--- src/rtl/instr_fetch_issue.sv ---
// Instruction fetch/issue sequencer with a call/return stack.
// Define INSTR_FETCH_RS_CHECK_EN for checked return-stack overflow/underflow (halts with rs_err).
module instr_fetch_issue #(
  parameter int unsigned PC_W     = 10,
  parameter int unsigned RS_DEPTH = 8
) (
  input  logic            clk,
  input  logic            reset,
  input  logic            start,
  output logic            imem_rd,
  output logic [PC_W-1:0] imem_addr,
  input  logic [15:0]     imem_data,
  output logic [15:0]     instr,
  output logic            instr_valid,
  input  logic            instr_ready,
  output logic            halted,
  output logic            rs_err
);

  localparam int unsigned SP_W  = (RS_DEPTH > 1) ? $clog2(RS_DEPTH) : 1;
  localparam int unsigned CNT_W = $clog2(RS_DEPTH + 1);
  localparam logic [CNT_W-1:0] CNT_FULL = CNT_W'(RS_DEPTH);

  typedef enum logic [2:0] {
    S_IDLE  = 3'd0,
    S_FETCH = 3'd1,
    S_CAPT  = 3'd2,
    S_ISSUE = 3'd3,
    S_HALT  = 3'd4
  } state_t;

  state_t            state_q, state_d;
  logic [PC_W-1:0]   pc_q, pc_d;
  logic [SP_W-1:0]   sp_q;
  logic [CNT_W-1:0]  cnt_q;
  logic [PC_W-1:0]   rs_mem [RS_DEPTH];

  logic              do_push, do_pop, err_set;
  logic              push_blocked, pop_blocked;
  logic [2:0]        grp, op;
  logic [9:0]        imm_raw;
  logic [PC_W-1:0]   imm, pc_inc;
  logic [SP_W-1:0]   sp_dec;

  // Decode straight from the memory bus; the same word is captured into instr in CAPT.
  assign grp     = imem_data[15:13];
  assign op      = imem_data[12:10];
  assign imm_raw = imem_data[9:0];
  assign imm     = PC_W'(imm_raw);
  assign pc_inc  = pc_q + PC_W'(1);
  assign sp_dec  = sp_q - SP_W'(1);

`ifdef INSTR_FETCH_RS_CHECK_EN
  assign push_blocked = (cnt_q == CNT_FULL);
  assign pop_blocked  = (cnt_q == '0);
`else
  assign push_blocked = 1'b0;
  assign pop_blocked  = 1'b0;
`endif

  // Next-state, next-pc and stack control.
  always_comb begin
    state_d = state_q;
    pc_d    = pc_q;
    do_push = 1'b0;
    do_pop  = 1'b0;
    err_set = 1'b0;
    case (state_q)
      S_IDLE: begin
        if (start) begin
          state_d = S_FETCH;
          pc_d    = '0;
        end
      end
      S_FETCH: state_d = S_CAPT;
      S_CAPT: begin
        case (grp)
          3'b110: begin
            if (push_blocked) begin
              err_set = 1'b1;
              state_d = S_HALT;
            end else begin
              do_push = 1'b1;
              pc_d    = imm;
              state_d = S_FETCH;
            end
          end
          3'b111: begin
            if (op == 3'b000) begin
              if (pop_blocked) begin
                err_set = 1'b1;
                state_d = S_HALT;
              end else begin
                do_pop  = 1'b1;
                pc_d    = rs_mem[sp_dec];
                state_d = S_FETCH;
              end
            end else if (op == 3'b111) begin
              state_d = S_HALT;
            end else begin
              pc_d    = pc_inc;
              state_d = S_FETCH;
            end
          end
          default: state_d = S_ISSUE;
        endcase
      end
      S_ISSUE: begin
        if (instr_ready) begin
          pc_d    = pc_inc;
          state_d = S_FETCH;
        end
      end
      S_HALT:  state_d = S_HALT;
      default: state_d = S_IDLE;
    endcase
  end

  // State, pc, registered outputs and return stack.
  always_ff @(posedge clk or negedge reset) begin
    if (!reset) begin
      state_q     <= S_IDLE;
      pc_q        <= '0;
      sp_q        <= '0;
      cnt_q       <= '0;
      imem_rd     <= 1'b0;
      imem_addr   <= '0;
      instr       <= '0;
      instr_valid <= 1'b0;
      halted      <= 1'b0;
      rs_mem      <= '{default: '0};
    end else begin
      state_q     <= state_d;
      pc_q        <= pc_d;
      imem_rd     <= (state_d == S_FETCH);
      instr_valid <= (state_d == S_ISSUE);
      halted      <= (state_d == S_HALT);
      if (state_d == S_FETCH) imem_addr <= pc_d;
      if (state_q == S_CAPT) instr <= imem_data;
      // Pointer wraps naturally; a push at full overwrites the oldest slot.
      if (do_push) begin
        rs_mem[sp_q] <= pc_inc;
        sp_q         <= sp_q + SP_W'(1);
        if (cnt_q != CNT_FULL) cnt_q <= cnt_q + CNT_W'(1);
      end else if (do_pop) begin
        sp_q <= sp_dec;
        if (cnt_q != '0) cnt_q <= cnt_q - CNT_W'(1);
      end
    end
  end

`ifdef INSTR_FETCH_RS_CHECK_EN
  // Sticky stack error flag.
  always_ff @(posedge clk or negedge reset) begin
    if (!reset)       rs_err <= 1'b0;
    else if (err_set) rs_err <= 1'b1;
  end
`else
  assign rs_err = 1'b0;
`endif

endmodule

--- config.mk ---
export PLATFORM = sky130hd
export DESIGN_NAME = instr_fetch_issue
export DESIGN_NICKNAME = d
export VERILOG_FILES = /design/src/rtl/instr_fetch_issue.sv
export SDC_FILE = /design/constraint.sdc
export NUM_CORES = 1
export LEC_CHECK = 0
export ABC_CLOCK_PERIOD_IN_PS = 3300
export CAP_MARGIN = 25
export CORE_MARGIN = 2
export CORE_UTILIZATION = 45
export CTS_CLUSTER_DIAMETER = 30
export CTS_CLUSTER_SIZE = 14
export DETAILED_ROUTE_END_ITERATION = 10
export PLACE_DENSITY = 0.66
export SLEW_MARGIN = 20
export SYNTH_ARGS = -nofsm -noshare
export SYNTH_HDL_FRONTEND = slang
export SYNTH_SLANG_ARGS = --single-unit
--- constraint.sdc ---
create_clock -name clk -period 3.3 [get_ports clk]
set_input_delay 0.66 -clock clk [delete_from_list [all_inputs] [get_ports clk]]
set_output_delay 0.66 -clock clk [all_outputs]
set_load 0.02 [all_outputs]
==> After elaboration in Yosys (flattened, before gate mapping) <==
Index checks and enable logic that the tools add are counted.
{ "totals": {"regBits": 125, "output_inout_bits": 30, "word_cells": 63} }
{ "op_classes": {"addsub": 3, "n_lt_le_gt_ge": 3, "eq_ne": 10, "mux": 25, "n_bitwise": 2, "n_reduce_logical": 4} }
{ "op_table": {"columns": ["operator", "count"], "rows": [
  ["80-bit bitwise mux", 1],
  ["10-bit 2-to-1 mux", 7],
  ["10-bit binary-select mux with 3-bit select", 1],
  ["10-bit demux with 3-bit select", 1],
  ["10-bit one-hot mux with 3 select lines", 1],
  ["10-bit one-hot mux with 2 select lines", 1],
  ["3-bit 2-to-1 mux", 6],
  ["3-bit equality test (second input constant)", 5],
  ["3-bit one-hot mux with 5 select lines", 1],
  ["10-bit by 1-bit adder with 10-bit output (second input constant)", 1],
  ["3-bit by 2-bit equality test with 1-bit output (second input constant)", 3],
  ["4-bit greater-or-equal comparator (second input constant)", 2],
  ["3-bit NOT with 4-bit output", 2],
  ["3-bit by 1-bit equality test with 1-bit output (second input constant)", 2],
  ["3-bit zero test", 2],
  ["3-bit one-hot mux with 2 select lines", 1],
  ["1-bit 2-to-1 mux", 5],
  ["4-bit by 1-bit less-than comparator with 1-bit output (second input constant)", 1],
  ["3-bit by 1-bit adder with 3-bit output (second input constant)", 1],
  ["3-bit by 1-bit subtractor with 3-bit output (second input constant)", 1],
  ["2-bit nonzero test", 1],
  ["1-bit logical AND", 1]
]} }

==> Depth between registers and ports, before layout <==
{ "logic_depth": {"depth_word": 8, "mapped_depth": 10} }

==> Worst setup path before layout <==
OpenSTA, ideal clock, no wires.
{ "synth_path": {"kind": "register to register", "startpoint": "register sp_q[1]", "endpoint": "register imem_addr[3]", "setup_ns": 0.132, "arrival_time_ns": 2.669, "slack_ns": 0.498, "path_stages_with_launch": 10, "n_path_buf": 2, "synth_period_minus_slack_ns": 2.802, "path_cell_list": "dfrtp_1 -> clkbuf_1 -> inv_1 -> ha_1 -> xor2_4 -> buf_6 -> mux4_2 -> and3_1 -> a2111oi_2 -> o21bai_1"} }
{ "synth_between": {"elab_chain_len": 8} }
{ "synth_rtl": {"columns": ["item", "line_no", "source"], "rows": [
  ["from (decl)", "34", "logic [SP_W-1:0] sp_q;"],
  ["from (signal assigned)", "143", "sp_q <= sp_q + SP_W'(1);"],
  ["from (signal assigned)", "146", "sp_q <= sp_dec;"],
  ["3-bit by 1-bit subtractor with 3-bit output", "51", "assign sp_dec = sp_q - SP_W'(1);"],
  ["3-bit NOT with 4-bit output (not written as such)", "95", "pc_d = rs_mem[sp_dec];"],
  ["10-bit binary-select mux with 3-bit select", "95", null],
  ["10-bit 2-to-1 mux (not written as such) (2 in series)", "95", null],
  ["10-bit 2-to-1 mux", "89", "if (op == 3'b000) begin"],
  ["10-bit one-hot mux with 2 select lines", "77", "case (grp)"],
  ["10-bit one-hot mux with 3 select lines", "68", "case (state_q)"],
  ["to (signal assigned)", "138", "if (state_d == S_FETCH) imem_addr <= pc_d;"],
  ["to (decl)", "11", "output logic [PC_W-1:0] imem_addr,"]
]} }
No other way between the ends. The select of a mux whose other input is x is not followed.
A chain may end at the register's enable or synchronous reset.

==> Worst setup path after layout <==
Ends and elaborated chain as after synthesis.

==> flow_summary_export.csv <==
group,metric,value,unit
status,status,"completed",
synth,synth_most_common_cell,"dfrtp_1",
grt,globalRouteOverflowTotal,0,
setup_path,worst_ep_arrival_time,3310,ps
synth,synth_common_cells,"dfrtp_1 (125), nand2_1 (107), nor2_1 (59)",
power_and_ir_drop,p_per_area,457,nW/um^2
placed_design,numPortBuffers,48,
floorplanning,dieArea,15000,sq um
sta,worst_pin_slew,747,ps
sta,finalSetupTns,0,ps
power_and_ir_drop,cellLeakagePower,3.26,nW
synth,synth-simple-area-share,0.177,
synth,avgSynthCellArea,10.1,sq um
floorplanning,num_rows,43,
setup_path,crit_type,"reg2reg",
sta,report.final.slew_viol_count,0,
detailed_routing,wl_per_cell,18.4,um
placed_design,gp_congestion,0.901,
floorplanning,start_util,0.458,
cts,clock-root-buffer,"clkbuf_16",
power_and_ir_drop,vdd_ir_drop_max,0.320,mV
synth,ys.flop_type,"dfrtp_1",
sta,rsz0062_at_grt,"false",
finish,drive_above_1_share,0.153,
detailed_routing,routed_wl,16000,um
synth,synth_compound_area_frac,0.151,
grt,track_usage,0.229,
detailed_routing,antenna_left,0,
placed_design,hpwl,10900,um
detailed_routing,vias,4946,
worst_hold_path,min_path_type,"in2async",
finish,syn_to_final_growth,19.7,%
cts,clock-sinks,125,
grt,grt_pass1_vias,4894,
sta,setup_viol,0,
synth,ys_top_cells_by_area,"dfrtp_1 (49%), mux4_2 (6.8%), nand2_1 (6.3%), a21oi_1 (3.8%), o21ai_0 (3.6%)",
synth,synth_top_area_frac,0.494,
floorplanning,pin_count,50,
synth,ys_ff_latch,125,
cts,cts_setup_buffers,0,
sta,period_share,0.915,
cts,cts-resized-gates,0,
synth,yosys.area.top_type,"dfrtp_1",
synth,synthAdderAreaFrac,0.00593,
detailed_routing,drc,0,
sta,hold_viol,0,
synth,synth-xor-area-share,0.0209,
synth,seq_area_frac_synth,0.494,
synth,synth_edf_count,0,
grt,grt_pass1_wl,25900,um
floorplanning,core,13800,sq um
sta,timing.fmax,331,MHz
synth,yosys_warnings,0,
setup_path,required,3590,ps
cts,htreeDepth,4,
cts,cts_tree,"yes",
sta,skew,8.35,ps
cts,clock_tree.buffer_depth,2,
floorplanning,die_h,123,um
detailed_routing,vias_per_cell,5.70,
cts,numCtsBuffers,17,
grt,grt_max_degree,47,
cts,clkSlewWorstSetupHoldPaths,50,ps
synth,synth_nets,652,
setup_path,cp_max_fo,9,
cts,worstSkewPairLatency,420,ps
sta,fin_crit,3020,ps
synth,ys_async_sr_fraction,1.00,
synth,synthDistinctLibCells,67,
setup_path,end_kind,"flop",
floorplanning,fp.dieW,123,um
detailed_routing,firstDrtPassIters,5,
setup_path,worstSetupStartpointType,"flop",
finish,antenna_cells,0,
synth,synthCells,629,
sta,timing.hold.ws,225,ps
sta,slew_headroom,0.499,
flow_run,drv_cap,0,
synth,synth_area,6330,sq um
grt,antenna_found_initial,0,
synth,synth_top_family_by_area,"simple AND/OR/NAND/NOR gates",
detailed_routing,drtIter0Drc,331,
finish,fin_nets,700,
synth,synth_mux_area_frac,0.111,
cts,hold_buffers,0,
## path summary, 6_finish.rpt
path / from / endpoint / slack, ps / depth (start not counted)
setup / recovery: sp_q[1]$_DFFE_PN0P_ / imem_addr[3]$_DFFE_PN0P_ / 280 / 7
hold / removal: reset / instr[10]$_DFFE_PN0P_ / 220 / 1
setup reg to reg: sp_q[1]$_DFFE_PN0P_ / imem_addr[3]$_DFFE_PN0P_ / 280 / 7
hold reg to reg: rs_mem[43]$_DFFE_PN0P_ / rs_mem[43]$_DFFE_PN0P_ / 470 / 2
max in group asynchronous: reset / rs_mem[47]$_DFFE_PN0P_ / 2130 / 2
min in group clk: rs_mem[43]$_DFFE_PN0P_ / rs_mem[43]$_DFFE_PN0P_ / 470 / 2
## registers in the layout, summed over array words and instances, names as in the netlist, 3 cells and up
register   count
imem_addr     10
instr         16
pc_q          10
rs_mem        80
sp_q           3
state_q        3
## metrics by stage
stage,cell area (sq um),util,total power (W),worst slack (ps),std cells
finish,7580,0.548,0.00346,280,867
detailed placement,7030,0.508,0.00171,305,838
global route,7580,0.548,0.00358,59.4,867
global placement,7030,0.508,0.00171,407,838
floorplan,6330,-,0.00163,498,629
CTS,7580,0.548,0.00349,299,867
## where the power goes
group	leakage, nW	switching [W]	total, W	internal [W]
combinational	1.38	0.0000923	0.000139	0.0000465
clock	0.278	0.000645	0.00177	0.00113
sequential	1.60	0.0000110	0.00155	0.00154
## placed cells by master (no fill, tap or decap), types with 5 or more instances in the layout
master / instances
a21o_1: 6
a21oi_1: 48
a31oi_1: 11
and3_1: 6
buf_4: 24
clkbuf_16: 17
clkdlybuf4s50_1: 47
clkinv_2: 5
dfrtp_1: 125
inv_1: 13
mux2_2: 14
mux2i_1: 9
mux4_2: 19
nand2_1: 107
nand3_1: 9
nor2_1: 59
nor3_1: 17
o21ai_0: 46
o31ai_1: 7
xnor2_1: 6
xor2_1: 6
## area by class of cell
type	instances	area [sq um]
multi-input combinational	448	2950
timing repair buffer	72	671
inverter	13	48.8
fill	1165	6250
sequential	125	3130
clock buffer	21	460
clock inverter	8	93.8
tap	180	225
## routing by layer
layer,vias to the layer above,global-route usage,part of all wire
met3,31,0.0525,0.061
met5,-,0,0
met2,192,0.359,0.47
met4,0,0.0977,0.023
met1,2401,0.305,0.44
li1,2322,-,-
## cells by family (layout without fill, tap and decap cells)
logic type	after synthesis	in the layout
xor gates and xnor gates	13	13
DFF	125	125
other	1	1
adders and majority gates	3	3
and+or+nand+nor	233	233
muxes	43	43
AOI/OAI and AO/OA	155	155
buffers and inverters	56	114
## critical path, stage by stage (launching register included)
cell and delay, ps:
dfrtp_1 610, inv_1 220, ha_1 310, xor2_4 420, mux4_1 600, and3_1 200
a2111oi_2 400, o21bai_1 130
Note: power is estimated with default switching activity, not from simulation.
